[config.mk]
export PLATFORM = sky130hd
export DESIGN_NAME = trap_peak_detector
export DESIGN_NICKNAME = d
export VERILOG_FILES = /design/src/rtl/trap_peak_detector.sv
export SDC_FILE = /design/constraint.sdc
export NUM_CORES = 1
export LEC_CHECK = 0
export ABC_AREA = 1
export CORE_MARGIN = 2
export CORE_UTILIZATION = 38
export DETAILED_ROUTE_END_ITERATION = 12
export PLACE_DENSITY_LB_ADDON = 0.25
export SLEW_MARGIN = 15
export SYNTH_ARGS = -nofsm -noshare
export SYNTH_HDL_FRONTEND = slang
export SYNTH_SLANG_ARGS = --single-unit
export TNS_END_PERCENT = 5
[constraint.sdc]
create_clock -name clk -period 2 [get_ports clk]
set_input_delay 0.4 -clock clk [delete_from_list [all_inputs] [get_ports clk]]
set_output_delay 0.4 -clock clk [all_outputs]
set_load 0.05 [all_outputs]
[src/rtl/trap_peak_detector.sv]
// Pulse peak detector behind the trapezoidal shaper: finds threshold crossings, tracks the
// maximum, and emits one (amplitude, timestamp, width) event per pulse. Optional pile-up
// rejection is compiled in with `define PEAK_PILEUP_REJECT_EN.
module trap_peak_detector #(
  parameter int DATA_W    = 16,
  parameter int TS_W      = 32,
  parameter int WID_W     = 8,
  parameter int HOLDOFF   = 8,
  parameter int MAX_WIDTH = 64,
  parameter int CNT_W     = 16
) (
  input  logic                     clk,
  input  logic                     reset,
  input  logic signed [DATA_W-1:0] filt_data,
  input  logic signed [DATA_W-1:0] threshold,
  input  logic                     out_ready,
  output logic                     peak_valid,
  output logic signed [DATA_W-1:0] peak_amp,
  output logic        [TS_W-1:0]   peak_time,
  output logic        [WID_W-1:0]  peak_width,
  output logic        [CNT_W-1:0]  drop_cnt,
  output logic        [CNT_W-1:0]  pileup_cnt,
  output logic                     busy
);

  localparam int HOLD_W = (HOLDOFF > 1) ? $clog2(HOLDOFF) : 1;
  localparam logic [WID_W-1:0] WID_MAX = '1;
  localparam logic [CNT_W-1:0] CNT_MAX = '1;

`ifdef PEAK_PILEUP_REJECT_EN
  localparam bit PILEUP_EN = 1'b1;
`else
  localparam bit PILEUP_EN = 1'b0;
`endif

  typedef enum logic [1:0] {
    ST_IDLE,
    ST_ABOVE,
    ST_HOLDOFF
  } state_t;

  state_t                     state, state_d;
  logic        [TS_W-1:0]     ts;
  logic signed [DATA_W-1:0]   s_q, s_prev;
  logic        [TS_W-1:0]     ts_q;
  logic signed [DATA_W-1:0]   max_amp, max_amp_d;
  logic        [TS_W-1:0]     max_ts, max_ts_d;
  logic        [WID_W-1:0]    width, width_d;
  logic        [HOLD_W-1:0]   hold_cnt, hold_cnt_d;
  logic                       rise;
  logic                       pulse_end;
  logic                       reject;
  logic                       emit;

  // Input stage: every sample is paired with the timestamp of the cycle it arrived in.
  always_ff @(posedge clk or negedge reset) begin
    if (!reset) begin
      // NOTE: sequential state is always assigned with <=, so every register samples
      // the pre-edge values regardless of statement order.
      ts     <= '0;
      s_q    <= '0;
      ts_q   <= '0;
      s_prev <= '0;
    end else begin
      ts     <= ts + 1'b1;
      s_q    <= filt_data;
      ts_q   <= ts;
      s_prev <= s_q;
    end
  end

  assign rise   = (s_q > threshold) && (s_prev <= threshold);
  assign reject = PILEUP_EN && (32'(width) > MAX_WIDTH);

  always_comb begin
    // NOTE: every output of this block gets a default first, so no path leaves a
    // value unassigned and no latch is inferred.
    state_d    = state;
    max_amp_d  = max_amp;
    max_ts_d   = max_ts;
    width_d    = width;
    hold_cnt_d = hold_cnt;
    pulse_end  = 1'b0;
    unique case (state)
      ST_IDLE: begin
        if (rise) begin
          state_d   = ST_ABOVE;
          max_amp_d = s_q;
          max_ts_d  = ts_q;
          width_d   = WID_W'(1);
        end
      end
      ST_ABOVE: begin
        if (s_q > threshold) begin
          if (width != WID_MAX) width_d = width + 1'b1;
          // Strict compare keeps the earliest sample of a flat top.
          if (s_q > max_amp) begin
            max_amp_d = s_q;
            max_ts_d  = ts_q;
          end
        end else begin
          pulse_end = 1'b1;
          if (HOLDOFF == 0) begin
            state_d = ST_IDLE;
          end else begin
            state_d    = ST_HOLDOFF;
            hold_cnt_d = HOLD_W'(HOLDOFF - 1);
          end
        end
      end
      ST_HOLDOFF: begin
        if (hold_cnt == '0) state_d = ST_IDLE;
        else                hold_cnt_d = hold_cnt - 1'b1;
      end
      default: state_d = ST_IDLE;
    endcase
  end

  assign emit = pulse_end && !reject;
  assign busy = (state != ST_IDLE);

  always_ff @(posedge clk or negedge reset) begin
    if (!reset) begin
      state    <= ST_IDLE;
      max_amp  <= '0;
      max_ts   <= '0;
      width    <= '0;
      hold_cnt <= '0;
    end else begin
      state    <= state_d;
      max_amp  <= max_amp_d;
      max_ts   <= max_ts_d;
      width    <= width_d;
      hold_cnt <= hold_cnt_d;
    end
  end

  // Single-entry output register: a held event is never overwritten, a new one is dropped.
  always_ff @(posedge clk or negedge reset) begin
    if (!reset) begin
      peak_valid <= 1'b0;
      peak_amp   <= '0;
      peak_time  <= '0;
      peak_width <= '0;
      drop_cnt   <= '0;
    end else begin
      if (emit) begin
        if (!peak_valid || out_ready) begin
          peak_valid <= 1'b1;
          peak_amp   <= max_amp;
          peak_time  <= max_ts;
          peak_width <= width;
        end else if (drop_cnt != CNT_MAX) begin
          drop_cnt <= drop_cnt + 1'b1;
        end
      end else if (out_ready) begin
        peak_valid <= 1'b0;
      end
    end
  end

`ifdef PEAK_PILEUP_REJECT_EN
  always_ff @(posedge clk or negedge reset) begin
    if (!reset) begin
      pileup_cnt <= '0;
    end else if (pulse_end && reject && (pileup_cnt != CNT_MAX)) begin
      pileup_cnt <= pileup_cnt + 1'b1;
    end
  end
`else
  assign pileup_cnt = '0;
`endif

endmodule

==> parameters.txt <==
Parameter                              Value

Outcome
  Run status ... finished, violations left
  Violations in the final reports ... setup timing

STA
  Slew margin rel. ... 66.0%
  Highest clock rate ... 440 MHz
  Final hold vios ... 0
  Max Clock Skew ... 11.3 ps
  Fraction of the cycle the final worst path needs ... 114%
  Total negative slack ... -27650 ps
  Transition time at the pin with the least slew margin ... approximately 510 ps
  Unrepaired setup endpoints after global routing ... yes
  Hold slack ... 311 ps
  Crit path time final ... 2270 ps
  Number of slew-limit violations in the final report ... 0
  Finish-stage setup viols ... 133
  Setup WS post-layout ... -273 ps

Detailed routing
  Overall routed net length ... between 20000 and 30000 um
  First-pass detailed-route iteration total ... 5
  Detail-routed via count per cell ... ~5
  Initial DRC Count ... 513
  Average routed wire per standard cell ... 15.4 um
  Antenna-violating nets left ... 0
  Via count ... just under 8000
  Residual DRC count ... 0

Floorplanning
  Effective utilization at floorplan ... 38.5%
  Total I/O pin count ... 125
  Site row count ... 60
  Overall die width ... 169 um
  Height of the die ... ~170 um
  Area of the placeable core ... 26900 um^2
  DIE AREA ... 28600 um^2

Global routing
  Maximum number of pins on one net before global-route repair ... 53
  GRT overflow ... 0
  First-pass GRT wire length ... 40200 um
  Overall Global Routing Usage ... roughly 17%
  Antenna violations before repair ... 0
  Via count of the first global-routing pass ... 7932

Synthesis
  Seq/Total Area, Yosys ... 55.6%
  Post-synthesis cell count ... 1088
  Top cells by area, synth ... sky130_fd_sc_hd__dfrtp_1 56%, sky130_fd_sc_hd__nand2_1 12%, sky130_fd_sc_hd__ha_1 6.4%, sky130_fd_sc_hd__nand4_1 4.3%, sky130_fd_sc_hd__inv_1 3.3%
  Synth Area per Inst ... 9.52 um^2
  Unique cell type count in the Yosys netlist ... 36
  Total of warnings raised by yosys ... 0
  Post-synthesis share of cell area spent on full adders, half adders and majority gates ... 6.40%
  Number of flip-flops and latches in the synthesized netlist ... 230
  Simple-gate area share of the yosys netlist ... 23.2%
  Cell type with the highest aggregate area in the netlist ... sky130_fd_sc_hd__dfrtp_1
  Fraction of synthesized cell area taken by the top area cell type ... 55.6%
  Area of the mapped netlist ... slightly above 10000 um^2
  Post-synthesis xor/xnor area fraction ... 3.38%
  Multiplexer area fraction after synthesis ... 0%
  Main combinational cell family by area after synthesis ... simple AND/OR/NAND/NOR gates
  Compound-Gate Fraction of Synth Area ... 4.08%

Critical path
  Crit. End Element ... flip-flop
  Cell with the biggest individual delay on the critical path ... sky130_fd_sc_hd__clkdlybuf4s50_1
  CP Data Required Time ... approximately 2400 ps
  Crit path buffers/inverters ... 3
  Crit-path most repeated cell ... sky130_fd_sc_hd__nand2_1
  Highest net fanout along the worst path ... 9
  Kind of launch point of the worst setup path ... input pin
  Critical path arrival ... 2690 ps
  CP peak stage delay ... 490 ps
  Worst-path cell chain ... clkdlybuf4s50_1 > inv_1 > ha_4 > nand4_1 > nor3_2 > nand2_1 > nand2_1 > nand2_1 > nand2_2 > nand3_2 > nand2_4 > nand3_4 > clkbuf_16 > nand2_2 > nand2_1
  Crit Path Category ... input pin to flip-flop
  Family with the most delay on the worst path ... simple AND/OR/NAND/NOR gates

Pwr
  Reported net switching power ... 6.69 mW
  Combinational cell fraction of total power ... 40.2%
  Lkg Pwr ... between 7 and 8 nW
  Worst vdd rail ir drop ... 0.000836 V
  Overall Power ... ~17 mW
  Switching share of power ... between 30% and 40%
  Internal power ... roughly 11 mW
  Sequential group share of total power ... 32.8%
  Relative contribution of the clock network to total power ... 27.0%
  Total power divided by cell area ... 1260 nW/um^2

Finish
  Diode insertion count for antenna repair ... 0
  Share of layout cells above drive strength 1 ... 21.1%
  Flip-flop and latch area ... 5760 um^2
  Nets ... between 1000 and 1500
  Total area of multi-input combinational cells ... between 4000 and 5000 um^2
  Layout Cells excl Fill ... 1633
  Area overhead of the layout relative to synthesis ... 33.2%
  Final-layout fill cell count ... 2484
  Summed area of non-filler cells in the final layout ... 13800 um^2

Hold path
  Hold/Removal Path Class ... input pin to flip-flop

Clock network
  CTS Buf Count ... 26
  Clk buf depth ... 3
  TritonCTS clock tree ... yes
  Post-CTS clock slew at the launch and capture registers of the worst setup and hold paths ... 60 ps
  Number of H-tree levels ... 1
  Worst-skew pair later-pin latency ... approximately 530 ps
  CTS root buffer ... sky130_fd_sc_hd__clkbuf_16
  Clock Sinks ... 230

Placed design
  Routability congestion estimate ... 0.841
  Input/output buffers ... 108
  Placed Instances ... 1567
  Standard cell area after detailed placement ... 12200 um^2
  Placed wire-length estimate after detailed placement ... 16200 um

Job
  Max Cap Viol ... 0
==> kinds of logic after synthesis <==
| family | after synthesis |
|---|---|
| DFF | 230 |
| buffers and inverters | 150 |
| AOI/OAI and AO/OA | 74 |
| other | 1 |
| adders and majority gates | 53 |
| xor gates and xnor gates | 40 |
| and+or+nand+nor | 540 |
==> through the flow <==
stage          setup slack, ps  util (%)
6_report                  -273      51.3
5_1_grt                   -395      51.3
4_1_cts                   -248      49.4
3_5_place_dp              -845      45.5
3_3_place_gp              -817      45.5
2_1_floorplan            -28.8         -
==> layer usage <==
layer	vias up	wire length, um	global-route usage, %
met4	0	436	4.27
met2	160	11800	29.0
met3	37	1150	2.48
met5	-	0	0
li1	3909	-	-
met1	3852	11600	23.5
==> worst reg2reg max path, cell delays in order (launching register included) <==
cell and delay [ps]:
sky130_fd_sc_hd__dfrtp_2 450, sky130_fd_sc_hd__ha_4 280, sky130_fd_sc_hd__nand4_1 150, sky130_fd_sc_hd__nor3_2 250, sky130_fd_sc_hd__nand2_2 100, sky130_fd_sc_hd__nand2_2 70
sky130_fd_sc_hd__nand2_1 60, sky130_fd_sc_hd__nand3_2 90, sky130_fd_sc_hd__nand2_4 110, sky130_fd_sc_hd__inv_6 110, sky130_fd_sc_hd__buf_4 130, sky130_fd_sc_hd__buf_12 160
sky130_fd_sc_hd__nand3_2 120, sky130_fd_sc_hd__nand2_1 100
==> power by group through the flow <==
stage	logic [mW]	clock network, mW	registers (mW)
after floorplan	2.88	0	6.71
after global placement	5.81	0	5.76
after CTS	6.01	4.81	5.70
after detailed placement	5.88	0	5.78
after global routing	7.56	5.01	5.78
final	7.00	4.71	5.70
==> final timing paths <==
check | start | end | slack [ps] | cells after the start
setup / recovery | threshold[14] | max_ts[4]$_DFFE_PN0P_ | -270 | 15
hold / removal | filt_data[4] | s_q[4]$_DFF_PN0_ | 310 | 1
setup reg to reg | s_q[9]$_DFF_PN0_ | peak_time[21]$_DFFE_PN0P_ | -250 | 13
hold reg to reg | ts[28]$_DFF_PN0_ | ts_q[28]$_DFF_PN0_ | 400 | 0
max in group asynchronous | reset | peak_time[2]$_DFFE_PN0P_ | 980 | 3
min in group asynchronous | reset | peak_time[30]$_DFFE_PN0P_ | 370 | 2
==> cell usage after synthesis <==
| library cell | instances |
|---|---|
| sky130_fd_sc_hd__nand2_1 | 324 |
| sky130_fd_sc_hd__dfrtp_1 | 230 |
| sky130_fd_sc_hd__inv_1 | 91 |
| sky130_fd_sc_hd__nand4_1 | 71 |
| sky130_fd_sc_hd__nand3_1 | 65 |
| sky130_fd_sc_hd__ha_1 | 53 |
| sky130_fd_sc_hd__nor2_1 | 42 |
| sky130_fd_sc_hd__o21ai_0 | 30 |
| sky130_fd_sc_hd__a21oi_1 | 26 |
| sky130_fd_sc_hd__xor2_1 | 26 |
| sky130_fd_sc_hd__buf_4 | 23 |
| sky130_fd_sc_hd__nor3_1 | 15 |
| sky130_fd_sc_hd__xnor2_1 | 14 |
| sky130_fd_sc_hd__buf_6 | 13 |
| sky130_fd_sc_hd__buf_2 | 11 |
| sky130_fd_sc_hd__clkbuf_1 | 9 |
| sky130_fd_sc_hd__o21ai_2 | 9 |
| sky130_fd_sc_hd__nand2_2 | 4 |
| sky130_fd_sc_hd__nor4_1 | 4 |
| sky130_fd_sc_hd__inv_2 | 3 |
| sky130_fd_sc_hd__nand3_2 | 3 |
| sky130_fd_sc_hd__nand3b_1 | 3 |
| sky130_fd_sc_hd__nor2_2 | 3 |
| sky130_fd_sc_hd__a21o_1 | 2 |
| sky130_fd_sc_hd__nor2_4 | 2 |
| sky130_fd_sc_hd__o21ai_1 | 2 |
| sky130_fd_sc_hd__a21oi_2 | 1 |
| sky130_fd_sc_hd__a41oi_1 | 1 |
| sky130_fd_sc_hd__and3_1 | 1 |
| sky130_fd_sc_hd__conb_1 | 1 |
| sky130_fd_sc_hd__nand2_4 | 1 |
| sky130_fd_sc_hd__nor3_2 | 1 |
| sky130_fd_sc_hd__nor4_2 | 1 |
| sky130_fd_sc_hd__o21bai_1 | 1 |
| sky130_fd_sc_hd__o22ai_1 | 1 |
| sky130_fd_sc_hd__o31ai_1 | 1 |
==> cells in the final DEF (no fill, tap or decap), types with 6 or more instances in the layout <==
cell type	n
sky130_fd_sc_hd__nand2_1	294
sky130_fd_sc_hd__ha_4	14
sky130_fd_sc_hd__nand2_4	8
sky130_fd_sc_hd__buf_12	15
sky130_fd_sc_hd__clkbuf_1	6
sky130_fd_sc_hd__o21ai_0	13
sky130_fd_sc_hd__clkdlybuf4s50_1	32
sky130_fd_sc_hd__a21oi_2	9
sky130_fd_sc_hd__xor2_1	26
sky130_fd_sc_hd__nand4_1	71
sky130_fd_sc_hd__nor2_2	8
sky130_fd_sc_hd__nand3_2	20
sky130_fd_sc_hd__clkbuf_16	33
sky130_fd_sc_hd__inv_1	83
sky130_fd_sc_hd__o21ai_2	9
sky130_fd_sc_hd__buf_4	84
sky130_fd_sc_hd__xnor2_1	14
sky130_fd_sc_hd__dlygate4sd2_1	53
sky130_fd_sc_hd__ha_1	39
sky130_fd_sc_hd__conb_1	16
sky130_fd_sc_hd__nor2_1	36
sky130_fd_sc_hd__nand3_1	46
sky130_fd_sc_hd__nand2_2	26
sky130_fd_sc_hd__a21oi_1	18
sky130_fd_sc_hd__nor3_1	14
sky130_fd_sc_hd__o21ai_1	18
sky130_fd_sc_hd__inv_2	10
sky130_fd_sc_hd__clkbuf_8	6
sky130_fd_sc_hd__dfrtp_1	225
==> flip-flops by register name (all words and copies together), names as in the netlist <==
register	flops
ts	32
ts_q	32
hold_cnt	3
peak_width	8
width	8
s_prev	16
drop_cnt	16
s_q	16
peak_amp	16
max_amp	16
peak_time	32
peak_valid	1
state	2
max_ts	32
==> repair_timing <==
action	4_1_cts	5_1_grt
hold buffers	1	0
setup buffers	5	6
endpoints found under the hold margin	46	0
pin swaps	3	25
cloned	2	6
resized for setup	93	85
setup endpoints to repair	186	144
==> cell type report <==
cell class	count	share of cell area (%)
clock buffers	39	5.66
repair buffers	199	14.6
inverters	94	2.59
flip-flops and latches	230	41.8
well taps	341	3.09
clock inverters	7	0.499
multi-input cells	723	31.8
Note: power is estimated with default switching activity, not from simulation.
